## config.mk

```make
export PLATFORM = sky130hd
export DESIGN_NAME = riscv_mc_ctrl
export DESIGN_NICKNAME = d
export VERILOG_FILES = /design/src/rtl/riscv_mc_ctrl.sv
export SDC_FILE = /design/constraint.sdc
export NUM_CORES = 1
export LEC_CHECK = 0
export BUFFER_PORTS_ARGS = -buffer_cell sky130_fd_sc_hd__buf_2
export CAP_MARGIN = 5
export CORE_MARGIN = 5
export CORE_UTILIZATION = 45
export DETAILED_ROUTE_END_ITERATION = 12
export GPL_TIMING_DRIVEN = 0
export HOLD_SLACK_MARGIN = 0.05
export PLACE_DENSITY_LB_ADDON = 0.12
export RECOVER_POWER = 25
export SYNTH_ARGS = -nofsm -noshare
export SYNTH_HDL_FRONTEND = slang
export SYNTH_SLANG_ARGS = --single-unit
```

## constraint.sdc

```tcl
create_clock -name clk -period 4.6 [get_ports clk]
set_input_delay 0.46 -clock clk [delete_from_list [all_inputs] [get_ports clk]]
set_output_delay 0.46 -clock clk [all_outputs]
set_load 0.02 [all_outputs]
```

## src/rtl/riscv_mc_ctrl.sv

```systemverilog
// riscv_mc_ctrl: multi-cycle control sequencer for the RV32 datapath.
// Runs one instruction at a time through FETCH/DECODE/EXEC/MEM/WB. Supports
// R, I(ALU), S, B, LUI and JAL. Any other opcode, a fetch timeout or a
// misaligned control-flow target halts the core in TRAP until reset.
// Ports:
//   clk, rst                 clock, synchronous active-high reset
//   imem_*                   fetch handshake (req held until valid)
//   rf_ra1/ra2, rf_read1/2   regfile read addresses / combinational data
//   rf_we/wa/wdata           regfile write port
//   alu_ctrl/a/b, alu_r      ALU operands, {funct7,funct3} and result
//   alu_branch               branch condition from the ALU
//   dmem_*                   store handshake (req held until ready)
//   retire                   1-cycle pulse per completed instruction
//   trap, mcause, mepc       sticky halt flag, cause code, faulting PC
module riscv_mc_ctrl #(
  parameter logic [31:0] RESET_PC      = 32'h0,
  parameter int          FETCH_TIMEOUT = 16
) (
  input  logic        clk,
  input  logic        rst,
  output logic        imem_req,
  output logic [31:0] imem_addr,
  input  logic        imem_valid,
  input  logic [31:0] imem_rdata,
  output logic [4:0]  rf_ra1,
  output logic [4:0]  rf_ra2,
  input  logic [31:0] rf_read1,
  input  logic [31:0] rf_read2,
  output logic        rf_we,
  output logic [4:0]  rf_wa,
  output logic [31:0] rf_wdata,
  output logic [9:0]  alu_ctrl,
  output logic [31:0] alu_a,
  output logic [31:0] alu_b,
  input  logic [31:0] alu_r,
  input  logic        alu_branch,
  output logic        dmem_req,
  output logic [31:0] dmem_addr,
  output logic [31:0] dmem_wdata,
  input  logic        dmem_ready,
  output logic        retire,
  output logic        trap,
  output logic [3:0]  mcause,
  output logic [31:0] mepc
);

  typedef enum logic [2:0] {
    S_FETCH, S_DECODE, S_EXEC, S_MEM, S_WB, S_TRAP
  } state_t;

  localparam int CW = $clog2(FETCH_TIMEOUT + 1);
  localparam logic [6:0] OP_R = 7'h33, OP_I = 7'h13, OP_S = 7'h23,
                         OP_B = 7'h63, OP_U = 7'h37, OP_J = 7'h6F;

  state_t        state_q, state_d;
  logic [31:0]   pc_q, pc_d, ir_q, ir_d;
  logic [31:0]   rs1v_q, rs1v_d, rs2v_q, rs2v_d, res_q, res_d;
  logic [31:0]   mepc_q, mepc_d;
  logic [3:0]    mcause_q, mcause_d;
  logic [CW-1:0] wait_q, wait_d;

  logic [6:0]  opcode;
  logic [31:0] imm_i, imm_s, imm_b, imm_j, imm_u, pc_plus4, br_tgt;

  assign opcode   = ir_q[6:0];
  assign imm_i    = {{20{ir_q[31]}}, ir_q[31:20]};
  assign imm_s    = {{20{ir_q[31]}}, ir_q[31:25], ir_q[11:7]};
  assign imm_b    = {{19{ir_q[31]}}, ir_q[31], ir_q[7], ir_q[30:25], ir_q[11:8], 1'b0};
  assign imm_j    = {{11{ir_q[31]}}, ir_q[31], ir_q[19:12], ir_q[20], ir_q[30:21], 1'b0};
  assign imm_u    = {ir_q[31:12], 12'b0};
  assign pc_plus4 = pc_q + 32'd4;
  assign br_tgt   = pc_q + imm_b;

  assign rf_ra1 = ir_q[19:15];
  assign rf_ra2 = ir_q[24:20];
  assign trap   = (state_q == S_TRAP);
  assign mcause = mcause_q;
  assign mepc   = mepc_q;

  always_comb begin
    state_d    = state_q;
    pc_d       = pc_q;
    ir_d       = ir_q;
    rs1v_d     = rs1v_q;
    rs2v_d     = rs2v_q;
    res_d      = res_q;
    mepc_d     = mepc_q;
    mcause_d   = mcause_q;
    wait_d     = wait_q;
    imem_req   = 1'b0;
    imem_addr  = pc_q;
    rf_we      = 1'b0;
    rf_wa      = ir_q[11:7];
    rf_wdata   = res_q;
    alu_ctrl   = 10'd0;
    alu_a      = 32'd0;
    alu_b      = 32'd0;
    dmem_req   = 1'b0;
    dmem_addr  = res_q;
    dmem_wdata = rs2v_q;
    retire     = 1'b0;

    case (state_q)
      S_FETCH: begin
        imem_req = 1'b1;
        if (imem_valid) begin
          ir_d    = imem_rdata;
          wait_d  = '0;
          state_d = S_DECODE;
        end else if (wait_q == CW'(FETCH_TIMEOUT - 1)) begin
          // this is the FETCH_TIMEOUT-th cycle without a response
          state_d  = S_TRAP;
          mcause_d = 4'd1;
          mepc_d   = pc_q;
        end else begin
          wait_d = wait_q + 1'b1;
        end
      end
      S_DECODE: begin
        rs1v_d = rf_read1;
        rs2v_d = rf_read2;
        case (opcode)
          OP_R, OP_I, OP_S, OP_B, OP_U, OP_J: state_d = S_EXEC;
          default: begin
            state_d  = S_TRAP;
            mcause_d = 4'd2;
            mepc_d   = pc_q;
          end
        endcase
      end
      S_EXEC: begin
        res_d   = alu_r;
        state_d = S_WB;
        case (opcode)
          OP_R: begin
            alu_a = rs1v_q; alu_b = rs2v_q; alu_ctrl = {ir_q[31:25], ir_q[14:12]};
          end
          OP_I: begin
            alu_a = rs1v_q; alu_b = imm_i; alu_ctrl = {7'b0, ir_q[14:12]};
          end
          OP_S: begin
            alu_a = rs1v_q; alu_b = imm_s;
            state_d = S_MEM;
          end
          OP_B: begin
            alu_a = rs1v_q; alu_b = rs2v_q; alu_ctrl = {7'b0, ir_q[14:12]};
            if (alu_branch && br_tgt[1:0] != 2'b00) begin
              state_d  = S_TRAP;
              mcause_d = 4'd0;
              mepc_d   = pc_q;
            end else begin
              pc_d    = alu_branch ? br_tgt : pc_plus4;
              retire  = 1'b1;
              state_d = S_FETCH;
            end
          end
          OP_U: begin
            alu_b = imm_u;
          end
          OP_J: begin
            alu_a = pc_q; alu_b = imm_j;
            // the ALU sum is the jump target that WB loads into pc
            if (alu_r[1:0] != 2'b00) begin
              state_d  = S_TRAP;
              mcause_d = 4'd0;
              mepc_d   = pc_q;
            end
          end
          default: begin
            state_d  = S_TRAP;
            mcause_d = 4'd2;
            mepc_d   = pc_q;
          end
        endcase
      end
      S_MEM: begin
        dmem_req = 1'b1;
        if (dmem_ready) begin
          pc_d    = pc_plus4;
          retire  = 1'b1;
          state_d = S_FETCH;
        end
      end
      S_WB: begin
        rf_we    = (ir_q[11:7] != 5'd0);
        rf_wdata = (opcode == OP_J) ? pc_plus4 : res_q;
        pc_d     = (opcode == OP_J) ? res_q : pc_plus4;
        retire   = 1'b1;
        state_d  = S_FETCH;
      end
      S_TRAP: ;
      default: state_d = S_FETCH;
    endcase
  end

  always_ff @(posedge clk) begin
    if (rst) begin
      state_q  <= S_FETCH;
      pc_q     <= RESET_PC;
      ir_q     <= '0;
      rs1v_q   <= '0;
      rs2v_q   <= '0;
      res_q    <= '0;
      mepc_q   <= '0;
      mcause_q <= '0;
      wait_q   <= '0;
    end else begin
      state_q  <= state_d;
      pc_q     <= pc_d;
      ir_q     <= ir_d;
      rs1v_q   <= rs1v_d;
      rs2v_q   <= rs2v_d;
      res_q    <= res_d;
      mepc_q   <= mepc_d;
      mcause_q <= mcause_d;
      wait_q   <= wait_d;
    end
  end

endmodule

```

# After elaboration in Yosys (flattened, before gate mapping)
# Index checks and enable logic that the tools add are counted.
# Widths: inputs -> output; s select.
dict set report op_classes {
  add_sub_neg 3
  eq_ne 23
  muxes 45
  n_bitwise 1
  n_reduce_logical 18
}
# operator count
set op_table {}
lappend op_table {{$mux 32} 14}
lappend op_table {{$pmux 32 s3} 3}
lappend op_table {{$pmux 32 s5} 1}
lappend op_table {{$pmux 32 s2} 1}
lappend op_table {{$add 32x3->32 const B} 1}
lappend op_table {{$add 32x32->32} 1}
lappend op_table {{$pmux 4 s3} 2}
lappend op_table {{$eq 7x6->1 const B} 3}
lappend op_table {{$mux 4} 5}
lappend op_table {{$pmux 10 s2} 1}
lappend op_table {{$mux 3} 5}
lappend op_table {{$pmux 3 s5} 1}
lappend op_table {{$eq 7x7->1 const B} 2}
lappend op_table {{$ne 2x2->1 const B} 7}
lappend op_table {{$pmux 3 s4} 1}
lappend op_table {{$mux 10} 1}
lappend op_table {{$mux 5} 2}
lappend op_table {{$ne 3x3->1 const B} 3}
lappend op_table {{$reduce_or 4->1} 2}
lappend op_table {{$eq 7x5->1 const B} 1}
lappend op_table {{$mux 1} 7}
lappend op_table {{$reduce_and 7->1} 1}
lappend op_table {{$eq 3x2->1 const B} 2}
lappend op_table {{$eq 3x3->1 const B} 2}
lappend op_table {{17 further kinds} 21}
dict set report word_totals {
  reg_bits 204
  input_bits 133
  output_inout_bits 258
  wordCells 99
}

# Logic depth before layout (Yosys ltp)
dict set report depth {
  depth_word 6
  ltp_mapped 11
  ltp_nobuf 11
}

# Least setup slack after synthesis
# Ideal clock, no wire load.
dict set report synth_timing {
  path_kind {reg2out}
  start {reg pc_q[4], in the netlist imem_addr[4]}
  end {out rf_wdata[28]}
  arrival_ns 2.422
  required_ns 4.140
  slack_ns 1.718
  stages_incl_launch_ff 8
  path_buffers 1
  path_cell_list {dfxtp_1 -> clkbuf_1 -> nand4_1 -> nor4_1 -> and4_1 -> and3_1 -> xnor2_1 -> a21oi_1}
}
dict set report synth_via {
  elab_chain_cells 3
}
# element line
set synth_lines {}
lappend synth_lines {{from (decl)} 56} ;# logic [31:0] pc_q, pc_d, ir_q, ir_d;
lappend synth_lines {{from (signal assigned)} 209} ;# pc_q <= pc_d;
lappend synth_lines {{$add 32x3->32} 71} ;# assign pc_plus4 = pc_q + 32'd4;
lappend synth_lines {{$mux 32} 186} ;# rf_wdata = (opcode == OP_J) ? pc_plus4 : res_q;
lappend synth_lines {{$mux 32} 103} ;# case (state_q)
lappend synth_lines {{to (decl)} 31} ;# output logic [31:0] rf_wdata,
# No other way between the ends.

# Worst setup path after layout
dict set report layout_timing {
  start {reg pc_q[4], in the netlist imem_addr[4]}
  end {out rf_wdata[26]}
}
# The elaborated chain is that of the path after synthesis.

==> reports/qor.yml <==
sta:
  skew_ns: 0.0202
  clock.fmax_ghz: 0.220
  fin_ws_ns: 0.0538
  relSlewSlack_pct: 10.0
  fin_crit_ns: 4.55
  worstMarginPinSlew_ns: 1.34
  drv_slew: 0
  rsz0062_at_grt: "true"
  hold_ws_ns: 0.158
  setup_violations: 0
  final.period_utilization_pct: 98.8
  timing.final.hold_violations: 0
synth:
  syn-cell-area_um2: 11300
  syn_area_per_cell_um2: 7.37
  yosysUniqueCellTypes: 59
  synth-edff-count: 0
  synth_area_leaders: "dfxtp_1 (36%), nand2_1 (10%), a21oi_1 (9.9%)"
  synth.top_cell.area_share_pct: 35.7
  synth-async-reset-ratio_pct: 0
  yosys_most_used_dff: "dfxtp_1"
  synth_seq_area_share_pct: 35.7
  yosysWarningCount: 0
  syn_inst: 1536
  yosys.area.top_type: "dfxtp_1"
  synth_seq_cells: 202
drt:
  wl_per_cell_um: 20.6
  vias: 13000
  drtAntennaViolNets: 0
  drc_errors: 0
  firstDrtPassIters: 6
  drt_wl_total_um: 47400
  drtIter0Drc: 1100
  viasPerCell: 5.65
pwr:
  p_leak_uw: 0.00608
  p_sw_uw: 1600
  switching_share_pct: 31.5
  irDropWorstVdd_v: 0.000240
  p_clk_share_pct: 40.9
  power_uw: 5090
  p_per_area_nw_per_um2: 354
  p_seq_share_pct: 39.6
  combPwrFrac_pct: 19.5
  p_int_uw: 3490
setup_path:
  cp_max_fo: 8
  reg2reg_slack_ns: 0.91
  crit_required_ns: 4.14
  path_class: "flip-flop to output port"
  start_kind: "flip-flop"
  crit_path_end_kind: "output port"
  cp.arrival_ns: 4.09
placed_design:
  io_buffers: 386
  dp_cells: 2253
  dp_hpwl_um: 36200
  place_ws_ns: 0.766
  gp_congestion: 0.948
clock_network:
  clk_path_buf_depth: 3
  cts_sinks: 202
  cts-buffers-inserted: 24
  clk_pin_slew_worst_paths_ns: 0.06
  clockRootBuffer: "clkbuf_16"
  cts.htree.levels: 1
  cts_tree: "yes"
  ctsHoldBuffers: 0
  clkLatencyLatePin_ns: 0.54
grt:
  first_global_vias: 12500
  overflow: 0
  antenna_found_initial: 4
  grt_pass1_wl_um: 70800
  grt_max_degree: 21
  grt_use_total_pct: 31.4
die:
  num_rows: 58
  initial_utilization_pct: 45.3
  dieArea_um2: 28400
  io_pins: 391
  core_area_um2: 25000
  fp.dieH_um: 169
  die_w_um: 169
hold_path:
  hold_class: "primary input to flip-flop"
cells_and_area:
  final_cells: 2297
  areaGrowthSynthToFinish_pct: 27.2
  fill_cells: 2532
  final_nets: 2116
  drive_above_1_share_pct: 18.1
status:
  status: "finished clean"
job:
  maxCapViolCount: 0
==> routing by layer <==
layer	track usage, %	wire [µm]
met1	37.6	18400
met2	52.9	22200
met3	7.92	4310
met4	14.5	2410
met5	0	33
==> final cells by class <==
type | instances | area [µm²] | share of cell area, %
Timing Repair Buffer | 386 | 1790 | 12.4
Antenna cell | 1 | 2.50 | 0.0174
Clock buffer | 34 | 698 | 4.85
Sequential cell | 202 | 4040 | 28.1
Clock inverter | 9 | 163 | 1.13
Inverter | 16 | 60.1 | 0.417
Multi-Input combinational cell | 1185 | 6630 | 46.1
Tap cell | 330 | 413 | 2.87
Buffer | 134 | 587 | 4.08
==> logic make-up (layout without fill, tap and decap cells) <==
family	Yosys count	in the layout	synth area share (%)
xor gates and xnor gates	46	46	3.56
other	1	3	0.0331
and+or+nand+nor	627	627	23.5
muxes	48	48	4.36
adders and majority gates	34	34	3.83
DFF	202	202	35.7
buffers and inverters	150	579	5.72
AOI/OAI and AO/OA	428	428	23.2
==> sequential cells by signal, summed over array words and instances (netlist names) <==
name / count
mcause: 2
imem_addr: 32
mepc: 32
state_q: 3
dmem_wdata: 32
dmem_addr: 32
rs1v_q: 32
wait_q: 5
ir_q: 32
==> placed cells by master (no fill, tap or decap), types with 16 or more instances in the layout <==
master	count
buf_2	283
nor2_1	187
dfxtp_1	202
xor2_1	20
a21oi_1	223
buf_4	17
nor3_1	18
ha_1	33
nand2_1	311
xnor2_1	26
nand3_1	22
a22oi_1	64
mux2i_1	38
buf_1	16
clkbuf_1	207
o21ai_0	16
a21o_1	21
clkbuf_16	24
==> cells in the mapped netlist (16+ instances only) <==
| master | count |
|---|---|
| dfxtp_1 | 202 |
| o21ai_0 | 16 |
| clkbuf_1 | 90 |
| buf_4 | 17 |
| mux2i_1 | 38 |
| nand3_1 | 22 |
| xor2_1 | 20 |
| a22oi_1 | 64 |
| xnor2_1 | 26 |
| ha_1 | 33 |
| nand2_1 | 311 |
| nor2_1 | 187 |
| buf_1 | 16 |
| a21o_1 | 21 |
| a21oi_1 | 223 |
| nor3_1 | 19 |
==> critical path, stage by stage (launching register included) <==
cell	delay, ns
dfxtp_1	0.38
clkbuf_1	0.42
nand4_1	0.34
nor4_1	1.15
and4_1	0.47
nand4_1	0.15
xnor2_1	0.19
mux2_2	0.29
buf_2	0.16
==> path summary, 6_finish.rpt <==
path | start | to | cells past startpoint
worst max register to register | imem_addr[4]$_SDFFE_PP0P_ | imem_addr[24]$_SDFFE_PP0P_ | 8
worst min register to register | rs1v_q[22]$_SDFFE_PP0P_ | rs1v_q[22]$_SDFFE_PP0P_ | 2
worst max-delay path | imem_addr[4]$_SDFFE_PP0P_ | rf_wdata[26] | 8
worst min-delay path | imem_rdata[1] | ir_q[1]$_SDFFE_PP0P_ | 3
==> power groups by stage <==
| stage | logic (µW) | registers (µW) | clock network, µW |
|---|---|---|---|
| after floorplan | 587 | 2070 | 0 |
| after global placement | 983 | 2050 | 0 |
| after detailed placement | 994 | 2050 | 0 |
| after CTS | 999 | 2010 | 2090 |
| after global routing | 1090 | 2030 | 2160 |
| final | 993 | 2020 | 2080 |
==> stage by stage <==
stage	util, %	setup TNS [ns]	area, µm²
final	57.6	0	14400
after global routing	57.6	-0.0663	14400
after CTS	58.2	0	14500
after detailed placement	54.7	0	13700
after global placement	54.7	0	13700
after floorplan	-	0	11300
==> repair_timing <==
| action | in CTS | in global routing |
|---|---|---|
| gates resized for setup | 0 | 1 |
| setup buffers | 0 | 0 |
| endpoints found under the setup margin | 0 | 4 |
(Power assumes the default switching activity.)
